==> config.mk <==
export PLATFORM = sky130hd
export DESIGN_NAME = fetch_unit
export DESIGN_NICKNAME = d
export VERILOG_FILES = /design/src/rtl/fetch_unit_pkg.sv /design/src/rtl/fetch_fifo.sv /design/src/rtl/fetch_unit.sv
export SDC_FILE = /design/constraint.sdc
export NUM_CORES = 1
export LEC_CHECK = 0
export CORE_UTILIZATION = 55
export DETAILED_ROUTE_END_ITERATION = 8
export PLACE_DENSITY = 0.78
export SLEW_MARGIN = 20
export SYNTH_ARGS = -nofsm -noshare
export SYNTH_HDL_FRONTEND = slang
export SYNTH_SLANG_ARGS = --single-unit
==> constraint.sdc <==
create_clock -name clk -period 10.1 [get_ports clk]
set_input_delay 1.01 -clock clk [delete_from_list [all_inputs] [get_ports clk]]
set_output_delay 1.01 -clock clk [all_outputs]
set_load 0.1 [all_outputs]
==> src/rtl/fetch_unit_pkg.sv <==
// Shared definitions for the instruction fetch stage: reset PC, NOP encoding and FSM states.
package fetch_unit_pkg;

  localparam logic [31:0] BASEADDR_DEF = 32'h0100_0000;
  localparam logic [31:0] NOP_INSN     = 32'h0000_0013;

  typedef enum logic [1:0] {
    IDLE  = 2'd0,
    RUN   = 2'd1,
    DRAIN = 2'd2
  } fetch_state_e;

endpackage

==> src/rtl/fetch_fifo.sv <==
// Synchronous FIFO with flush, occupancy count and a registered head that holds its last
// value once the FIFO empties.
module fetch_fifo #(
  parameter int unsigned       DEPTH = 2,
  parameter int unsigned       WIDTH = 8,
  parameter logic [WIDTH-1:0]  INIT  = '0
) (
  input  logic                       clk,
  input  logic                       rst,
  input  logic                       push,
  input  logic                       pop,
  input  logic                       flush,
  input  logic [WIDTH-1:0]           din,
  output logic [WIDTH-1:0]           head,
  output logic [$clog2(DEPTH+1)-1:0] count
);

  localparam int unsigned PW = (DEPTH > 1) ? $clog2(DEPTH) : 1;
  localparam int unsigned CW = $clog2(DEPTH + 1);

  logic [WIDTH-1:0] mem [DEPTH];
  logic [PW-1:0]    rd_ptr, wr_ptr;
  logic [CW-1:0]    cnt;
  logic [WIDTH-1:0] head_q, head_d;
  logic             do_push, do_pop;

  function automatic logic [PW-1:0] ptr_inc(input logic [PW-1:0] p);
    return (p == PW'(DEPTH - 1)) ? '0 : p + 1'b1;
  endfunction

  assign do_pop  = pop && (cnt != '0);
  assign do_push = push && ((cnt != CW'(DEPTH)) || do_pop);

  // Head tracks the entry that will be at the front after this cycle's push/pop.
  always_comb begin
    head_d = head_q;
    if (!flush) begin
      if (do_pop) begin
        if (cnt > CW'(1))  head_d = mem[ptr_inc(rd_ptr)];
        else if (do_push)  head_d = din;
      end else if ((cnt == '0) && do_push) begin
        head_d = din;
      end
    end
  end

  always_ff @(posedge clk or posedge rst) begin
    if (rst) begin
      rd_ptr <= '0;
      wr_ptr <= '0;
      cnt    <= '0;
      head_q <= INIT;
    end else begin
      head_q <= head_d;
      if (flush) begin
        rd_ptr <= '0;
        wr_ptr <= '0;
        cnt    <= '0;
      end else begin
        if (do_push) wr_ptr <= ptr_inc(wr_ptr);
        if (do_pop)  rd_ptr <= ptr_inc(rd_ptr);
        cnt <= cnt + CW'(do_push) - CW'(do_pop);
      end
    end
  end

  always_ff @(posedge clk) begin
    if (!flush && do_push) mem[wr_ptr] <= din;
  end

  assign head  = head_q;
  assign count = cnt;

endmodule

==> src/rtl/fetch_unit.sv <==
// Instruction fetch stage: PC ownership, credit-limited in-order imem requests, response
// buffering to decode, and redirect handling that drains wrong-path responses.
module fetch_unit
  import fetch_unit_pkg::*;
#(
  parameter int unsigned        AWIDTH   = 32,
  parameter int unsigned        DWIDTH   = 32,
  parameter logic [AWIDTH-1:0]  BASEADDR = AWIDTH'(BASEADDR_DEF),
  parameter int unsigned        DEPTH    = 2
) (
  input  logic              clk,
  input  logic              reset,
  output logic              imem_req_valid_o,
  input  logic              imem_req_ready_i,
  output logic [AWIDTH-1:0] imem_req_addr_o,
  input  logic              imem_rsp_valid_i,
  input  logic [DWIDTH-1:0] imem_rsp_data_i,
  input  logic              ex_brtaken_i,
  input  logic              ex_jump_i,
  input  logic [AWIDTH-1:0] ex_target_i,
  output logic              insn_valid_o,
  input  logic              insn_ready_i,
  output logic [DWIDTH-1:0] insn_o,
  output logic [AWIDTH-1:0] pc_o
);

  localparam int unsigned       CW       = $clog2(DEPTH + 1);
  localparam logic [AWIDTH-1:0] RESET_PC = BASEADDR & ~AWIDTH'(3);

  fetch_state_e state_q, state_d;
  logic [AWIDTH-1:0] pc_q, pc_d;
  logic [CW-1:0]     outst_q, outst_d;
  logic [CW:0]       credit_used;
  logic [CW-1:0]     buf_count, tag_count;
  logic [AWIDTH-1:0] tag_head;
  logic [AWIDTH+DWIDTH-1:0] buf_head;
  logic redirect, req_fire, rsp_ok, handoff, buf_push, tag_push, tag_pop;

  assign redirect     = ex_brtaken_i | ex_jump_i;
  assign insn_valid_o = (buf_count != '0);
  assign handoff      = insn_valid_o & insn_ready_i;

  // A head leaving this cycle frees its slot, which sustains one fetch per cycle
  // against a 1-cycle memory without ever overfilling the buffer.
  assign credit_used = {1'b0, outst_q} + {1'b0, buf_count} - (CW+1)'(handoff);

  assign imem_req_valid_o = (state_q == RUN) && (credit_used < (CW+1)'(DEPTH));
  assign imem_req_addr_o  = pc_q;
  assign req_fire         = imem_req_valid_o & imem_req_ready_i;
  assign rsp_ok           = imem_rsp_valid_i && (outst_q != '0);
  assign outst_d          = outst_q + CW'(req_fire) - CW'(rsp_ok);

  assign tag_push = req_fire && !redirect;
  assign tag_pop  = rsp_ok && (tag_count != '0);
  assign buf_push = tag_pop && !redirect && (state_q == RUN);

  always_comb begin
    state_d = state_q;
    pc_d    = pc_q;
    if (redirect)      pc_d = ex_target_i & ~AWIDTH'(3);
    else if (req_fire) pc_d = pc_q + AWIDTH'(4);
    case (state_q)
      IDLE:    state_d = RUN;
      RUN:     if (redirect && (outst_d != '0)) state_d = DRAIN;
      DRAIN:   if (outst_d == '0) state_d = RUN;
      default: state_d = IDLE;
    endcase
  end

  always_ff @(posedge clk or posedge reset) begin
    if (reset) begin
      state_q <= IDLE;
      pc_q    <= RESET_PC;
      outst_q <= '0;
    end else begin
      state_q <= state_d;
      pc_q    <= pc_d;
      outst_q <= outst_d;
    end
  end

  fetch_fifo #(
    .DEPTH (DEPTH),
    .WIDTH (AWIDTH),
    .INIT  (RESET_PC)
  ) u_tag_q (
    .clk   (clk),
    .rst   (reset),
    .push  (tag_push),
    .pop   (tag_pop),
    .flush (redirect),
    .din   (pc_q),
    .head  (tag_head),
    .count (tag_count)
  );

  fetch_fifo #(
    .DEPTH (DEPTH),
    .WIDTH (AWIDTH + DWIDTH),
    .INIT  ({RESET_PC, DWIDTH'(NOP_INSN)})
  ) u_insn_buf (
    .clk   (clk),
    .rst   (reset),
    .push  (buf_push),
    .pop   (handoff),
    .flush (redirect),
    .din   ({tag_head, imem_rsp_data_i}),
    .head  (buf_head),
    .count (buf_count)
  );

  assign pc_o   = buf_head[AWIDTH+DWIDTH-1:DWIDTH];
  assign insn_o = buf_head[DWIDTH-1:0];

endmodule

# Yosys cells after proc, flatten, opt, wreduce, memory -nomap -nowiden
# Memories as Yosys holds them, arrays and structs flattened.
# Cells that the tools add are included.
[totals]
mem_bits_ro = 0
memories = 2
ram_bits = 192
out_inout_bits = 98
latch_bits = 0
word_cells = 108
regBits = 140
[classes]
order_cmp = 3
mux = 31
multipliers = 0
addsub = 13
eq_ne = 8
shift = 0
n_bitwise = 4
div = 0
n_reduce_logical = 36
[memory_table]
columns = ["name", "depth", "word_bits", "read_ports", "rd_clocked_by_memory_dff", "write_ports", "line_no", "text"]
rows = [
  ["u_insn_buf.mem", 2, 64, 1, 0, 1, "fetch_fifo.sv:21", "logic [WIDTH-1:0] mem [DEPTH];"],
  ["u_tag_q.mem", 2, 32, 1, 0, 1, "fetch_fifo.sv:21", ""],
]
[op_table]
columns = ["operator", "count"]
rows = [
  ["$mux 64", 4],
  ["$mux 32", 6],
  ["$add 32x3->32 const B", 1],
  ["$reduce_bool 2->1", 11],
  ["$mux 1", 16],
  ["$logic_and 1x1->1", 15],
  ["$logic_not 2->1", 4],
  ["$mux 2", 4],
  ["$add 2x1->2", 3],
  ["$ne 2x2->1 const B", 3],
  ["$ne 3x2->1 const B", 2],
  ["$pmux 2 s3", 1],
  ["$reduce_and 3->1", 2],
  ["$sub 2x1->2", 3],
  ["$add 1x1->1 const B", 4],
  ["$gt 2x1->1 const B", 2],
  ["$add 2x2->3", 1],
  ["$lt 3x2->1 const B", 1],
  ["$sub 3x1->3", 1],
  ["$and 1x1->1", 2],
  ["$eq 2x1->1 const B", 1],
  ["$eq 2x2->1 const B", 1],
  ["$logic_or 1x1->1", 2],
  ["$ne 2x1->1 const B", 1],
  ["other kinds (4)", 4],
]

# Depth between registers and ports, before layout
[logic_depth]
depth_word = 12
mapped_depth = 18

# Modules after synthesis
# From an unflattened synthesis, not the netlist that was laid out.
[hier_totals]
cells_unflattened = 1121
hier_area_um2 = 13853.3
[by_module_without_submodules]
columns = ["module", "cells_each", "area_per_inst_um2", "instances"]
rows = [
  ["fetch_fifo (u_insn_buf)", 575, 7706.1, 1],
  ["fetch_fifo (u_tag_q)", 301, 4006.3, 1],
  ["fetch_unit", 245, 2140.8, 1],
]

# Worst setup path before layout
# Ideal clock, no wire load.
[synth_path]
path_kind = "input to register"
start = "in insn_ready_i"
end = "mem u_tag_q.mem[0][10] (netlist name), enable pin"
t_required_ns = 9.605
path_slack_ns = 3.979
path_stages = 10
setup_time_ns = 0.495
arrival_ns = 5.626
path_cell_list = "nor2b_1 > ha_1 > inv_1 > nand2_1 > fa_1 > and4b_2 > and2_0 > buf_2 > inv_2 > nor4_1"
[synth_between]
elab_chain_cells = 10
[synth_rtl]
columns = ["element", "line_no", "text"]
rows = [
  ["from (decl)", "fetch_unit.sv:22", "input logic insn_ready_i,"],
  ["$and 1x1->1", "fetch_unit.sv:41", "assign handoff = insn_valid_o & insn_ready_i;"],
  ["$sub 3x1->3", "fetch_unit.sv:45", "assign credit_used = {1'b0, outst_q} + {1'b0, buf_count} - (CW+1)'(handoff);"],
  ["$lt 3x2->1", "fetch_unit.sv:47", "assign imem_req_valid_o = (state_q == RUN) && (credit_used < (CW+1)'(DEPTH));"],
  ["$logic_and 1x1->1", "fetch_unit.sv:47", ""],
  ["$and 1x1->1", "fetch_unit.sv:49", "assign req_fire = imem_req_valid_o & imem_req_ready_i;"],
  ["$logic_and 1x1->1", "fetch_unit.sv:53", "assign tag_push = req_fire && !redirect;"],
  ["$logic_and 1x1->1", "fetch_fifo.sv:32", "assign do_push = push && ((cnt != CW'(DEPTH)) || do_pop);"],
  ["$logic_and 1x1->1", "fetch_fifo.sv:68", "if (!flush && do_push) mem[wr_ptr] <= din;"],
  ["$mux 1", "fetch_fifo.sv:68", ""],
  ["$mux 1 (not written as such)", "fetch_fifo.sv:68", ""],
  ["to (decl)", "fetch_fifo.sv:21", ""],
]
# Every way passes these cells.

# Worst setup path after layout
[layout_path]
start = "in insn_ready_i"
end = "out imem_req_valid_o"
[layout_between]
elab_chain_cells = 4
[layout_rtl]
columns = ["element", "line_no", "text"]
rows = [
  ["$and 1x1->1", "fetch_unit.sv:41", ""],
  ["$sub 3x1->3", "fetch_unit.sv:45", ""],
  ["$lt 3x2->1", "fetch_unit.sv:47", ""],
  ["$logic_and 1x1->1", "fetch_unit.sv:47", ""],
  ["to (decl)", "fetch_unit.sv:13", "output logic imem_req_valid_o,"],
]
# Every way passes these cells.

==> flow_metrics.py <==
metrics = {
    "yosys": {
        "yosysSeqAreaShare": 0.668,
        "ys.flop_type": "edfxtp_1",
        "synthesis.area_sq_mm": 0.0133,
        "syn_inst": 1002,
        "ys_async_sr_fraction": 0.421,
        "ys_types": 52,
        "synth_seq_cells": 318,
        "synth_edf_count": 184,
        "yosys_warnings": 0,
        "synth.avg_cell_area_sq_um": 13.3,
    },
    "sta": {
        "finalClockSkew_ps": 13.2,
        "worst_pin_slew_ps": 1060,
        "setup_tns_ps": 0,
        "hold_violations": 0,
        "fin_crit_ps": 5530,
        "whs_ps": 500,
        "finalMaxSlewViolations": 0,
        "setup_viol": 0,
        "min_period_over_period": 0.548,
        "setup_slack_ps": 4570,
        "rsz0062_at_grt": "false",
        "worst_slew_margin_rel": 0.291,
        "fmax_mhz": 181,
    },
    "drt": {
        "drcViolationCount": 0,
        "drt_iter0_drc": 608,
        "drtAntennaViolNets": 0,
        "dr_wl_met3_um": 1430,
        "wl_per_cell_um": 17.4,
        "dr_total_vias": 8225,
        "via_per_inst": 5.48,
        "wl_met1_um": 12100,
        "met2_length_um": 12100,
        "drt_first_pass_iters": 5,
        "wl_um": 26000,
        "highest-signal-layer": "met4",
    },
    "cells_and_area": {
        "final_nets": 1236,
        "drive_gt1_frac": 0.130,
        "seq_area_sq_mm": 0.00889,
        "stdcell_area_sq_mm": 0.0163,
        "layout_commonest_cell": "edfxtp_1",
        "nFillCells": 1649,
        "multiInputGateArea_sq_mm": 0.00412,
        "area_growth_pct": 22.9,
        "most-common-layout-cells": "184 x edfxtp_1, 162 x clkdlybuf4s50_1, 135 x nand2_1",
        "antenna_cells": 0,
    },
    "grt": {
        "grt_max_degree": 85,
        "overflow": 0,
        "grt_first_pass_wirelength_um": 41900,
        "first_global_vias": 8101,
        "antenna_found_initial": 0,
        "grt_usage": 0.217,
    },
    "worst_setup_path": {
        "critPathMaxStageDelay_ps": 1130,
        "crit_path_cell_trace": "clkdlybuf4s50_1, nor2b_1, ha_1, inv_1, nand2_1, fa_1, xor2_1, and4b_1, clkdlybuf4s50_1",
        "worst-r2r-cell-count": 16,
        "crit_fanout": 5,
        "cpMostUsedCell": "clkdlybuf4s50_1",
        "crit_required_ps": 9090,
        "path_buf_inv": 3,
        "worstSetupStartpointType": "input pin",
        "timing.rr.start": "u_insn_buf.count[1]",
        "timing.rr.end": "state_q[0]",
        "cp_slowest_cell": "clkdlybuf4s50_1",
        "cpLargestDelayFamily": "buffers and inverters",
        "startpoint": "insn_ready_i",
        "cp.arrival_ps": 4520,
        "critPathKind": "input pin to output port",
        "reg2reg_slack_ps": 5560,
        "cp-end-kind": "output port",
    },
    "power": {
        "power_leakage_nw": 6.16,
        "finalPower_mw": 3.38,
        "intPower_mw": 2.45,
        "power_frac_clock": 0.375,
        "powerDensity_mw_per_mm2": 206,
        "p_seq_frac": 0.478,
        "ir_drop_mv": 0.124,
        "swShare": 0.274,
        "power.net_switching_uw": 926,
        "combPwrFrac": 0.147,
    },
    "placed_design": {
        "place_area_sq_mm": 0.0152,
        "gp_congestion": 0.801,
        "dp_hpwl_um": 15700,
        "port_buffers": 162,
        "place_ws_ps": 4430,
    },
    "clocking": {
        "ctsHtreeMaxLevel": 2,
        "clock_path_buffers": 3,
        "clockRootBuffer": "clkbuf_16",
        "cts_resized": 0,
        "post-cts-setup-buffers": 0,
        "clk_pin_slew_ps": 60,
        "cts.sinks": 318,
        "cts_made_buffers": 34,
        "cts_tree": "yes",
        "clk_latency_ps": 500,
        "hold_buffers": 0,
    },
    "die": {
        "initial_core_util": 0.563,
        "io_pins": 169,
        "core_sq_mm": 0.0236,
        "die_h_um": 158,
        "die_w_um": 158,
        "num_rows": 56,
        "dieArea_sq_mm": 0.0248,
    },
    "min_path": {
        "holdPathEnd": "u_insn_buf.mem[0][50]",
        "min_from": "u_tag_q.head[18]",
        "holdPathStages": 0,
        "worstHoldPathType": "flip-flop to flip-flop",
    },
    "status": {
        "outcome": "finished, final reports clean",
    },
    "flow_run": {
        "timing.max_cap.violations": 0,
    },
}
## worst max-delay path by stage
stage	to	slack, ps	depth (start not counted)
6_report	imem_req_valid_o	4570	9
3_3_place_gp	state_q[0]	4550	16
2_1_floorplan	u_tag_q.mem[0][10]	3980	10
5_1_grt	imem_req_valid_o	4440	9
3_5_place_dp	state_q[0]	4430	16
4_1_cts	imem_req_valid_o	4550	9
## layout make-up
class / instances / share of cell area
Clock buffer: 47 / 0.0627
Clock inverter: 15 / 0.00934
Multi-Input combinational cell: 614 / 0.252
Timing Repair Buffer: 173 / 0.104
Sequential cell: 318 / 0.544
Inverter: 14 / 0.00352
Tap cell: 319 / 0.0244
## Yosys cell counts, types with 2 or more instances
library cell,number,area (sq um)
clkbuf_1,29,109
buf_2,9,45.0
a21oi_1,31,155
nor4_1,4,25.0
xor2_1,14,123
and3_1,2,12.5
edfxtp_1,184,5530
nor3b_1,2,15.0
nor2_1,44,165
o21ai_1,6,30.0
nor3_1,14,70.1
xnor2_1,23,201
dfrtp_1,128,3200
o21ai_0,114,571
dfstp_2,6,158
buf_4,10,75.1
mux2_2,63,709
and2_1,6,37.5
buf_1,7,26.3
mux2i_1,93,931
nand4_1,14,87.6
and4_1,3,26.3
ha_1,9,113
inv_1,13,48.8
nand3_1,8,40.0
a31oi_1,2,12.5
nor2b_1,2,12.5
and4_2,3,30.0
nand2_1,136,510
## stage by stage
| step | cells | utilization |
|---|---|---|
| after CTS | 1500 | 0.692 |
| after detailed placement | 1438 | 0.642 |
| after floorplan | 1005 | - |
| after global routing | 1500 | 0.692 |
| after global placement | 1438 | 0.642 |
| final | 1500 | 0.692 |
## power by group through the flow
stage                     Clock (mW)  Combinational (mW)  Sequential, mW
after global routing            1.34               0.543            1.63
after global placement             0               0.483            1.63
after detailed placement           0               0.494            1.64
final                           1.27               0.495            1.61
after CTS                       1.29               0.500            1.61
after floorplan                    0               0.203            1.76
## kinds of logic after synthesis
logic type	count (synthesis)	share of synthesized area
AOI/OAI and AO/OA	160	0.0625
xor gates and xnor gates	37	0.0244
adders and majority gates	10	0.00997
buffers and inverters	73	0.0268
DFF	318	0.668
muxes	156	0.123
other	1	0.000282
and+or+nand+nor	247	0.0847
## flip-flops by register name, indices dropped and copies added, names as in the netlist
register and flops:
outst_q 2, u_tag_q.count 2, state_q 2, u_tag_q.mem 60, u_tag_q.wr_ptr 1, u_tag_q.rd_ptr 1
u_insn_buf.mem 124, u_insn_buf.wr_ptr 1, u_tag_q.head 30, imem_req_addr_o 30, u_insn_buf.head 62, u_insn_buf.count 2
u_insn_buf.rd_ptr 1
## worst register-to-register path: cells and delay by family (launching register included)
family | cells | cell delay (ps)
flops | 1 | 440
xor+xnor | 3 | 720
simple gates | 5 | 1620
buf+inv | 3 | 360
fa+ha+maj | 4 | 1190
compound gates | 1 | 150
## per-layer routing
| metal | vias to the layer above | track usage |
|---|---|---|
| met2 | 242 | 0.345 |
| met5 | - | 0 |
| met3 | 35 | 0.0374 |
| li1 | 3915 | - |
| met1 | 4033 | 0.309 |
| met4 | 0 | 0.0633 |
Power figures use the tool's default switching activity.
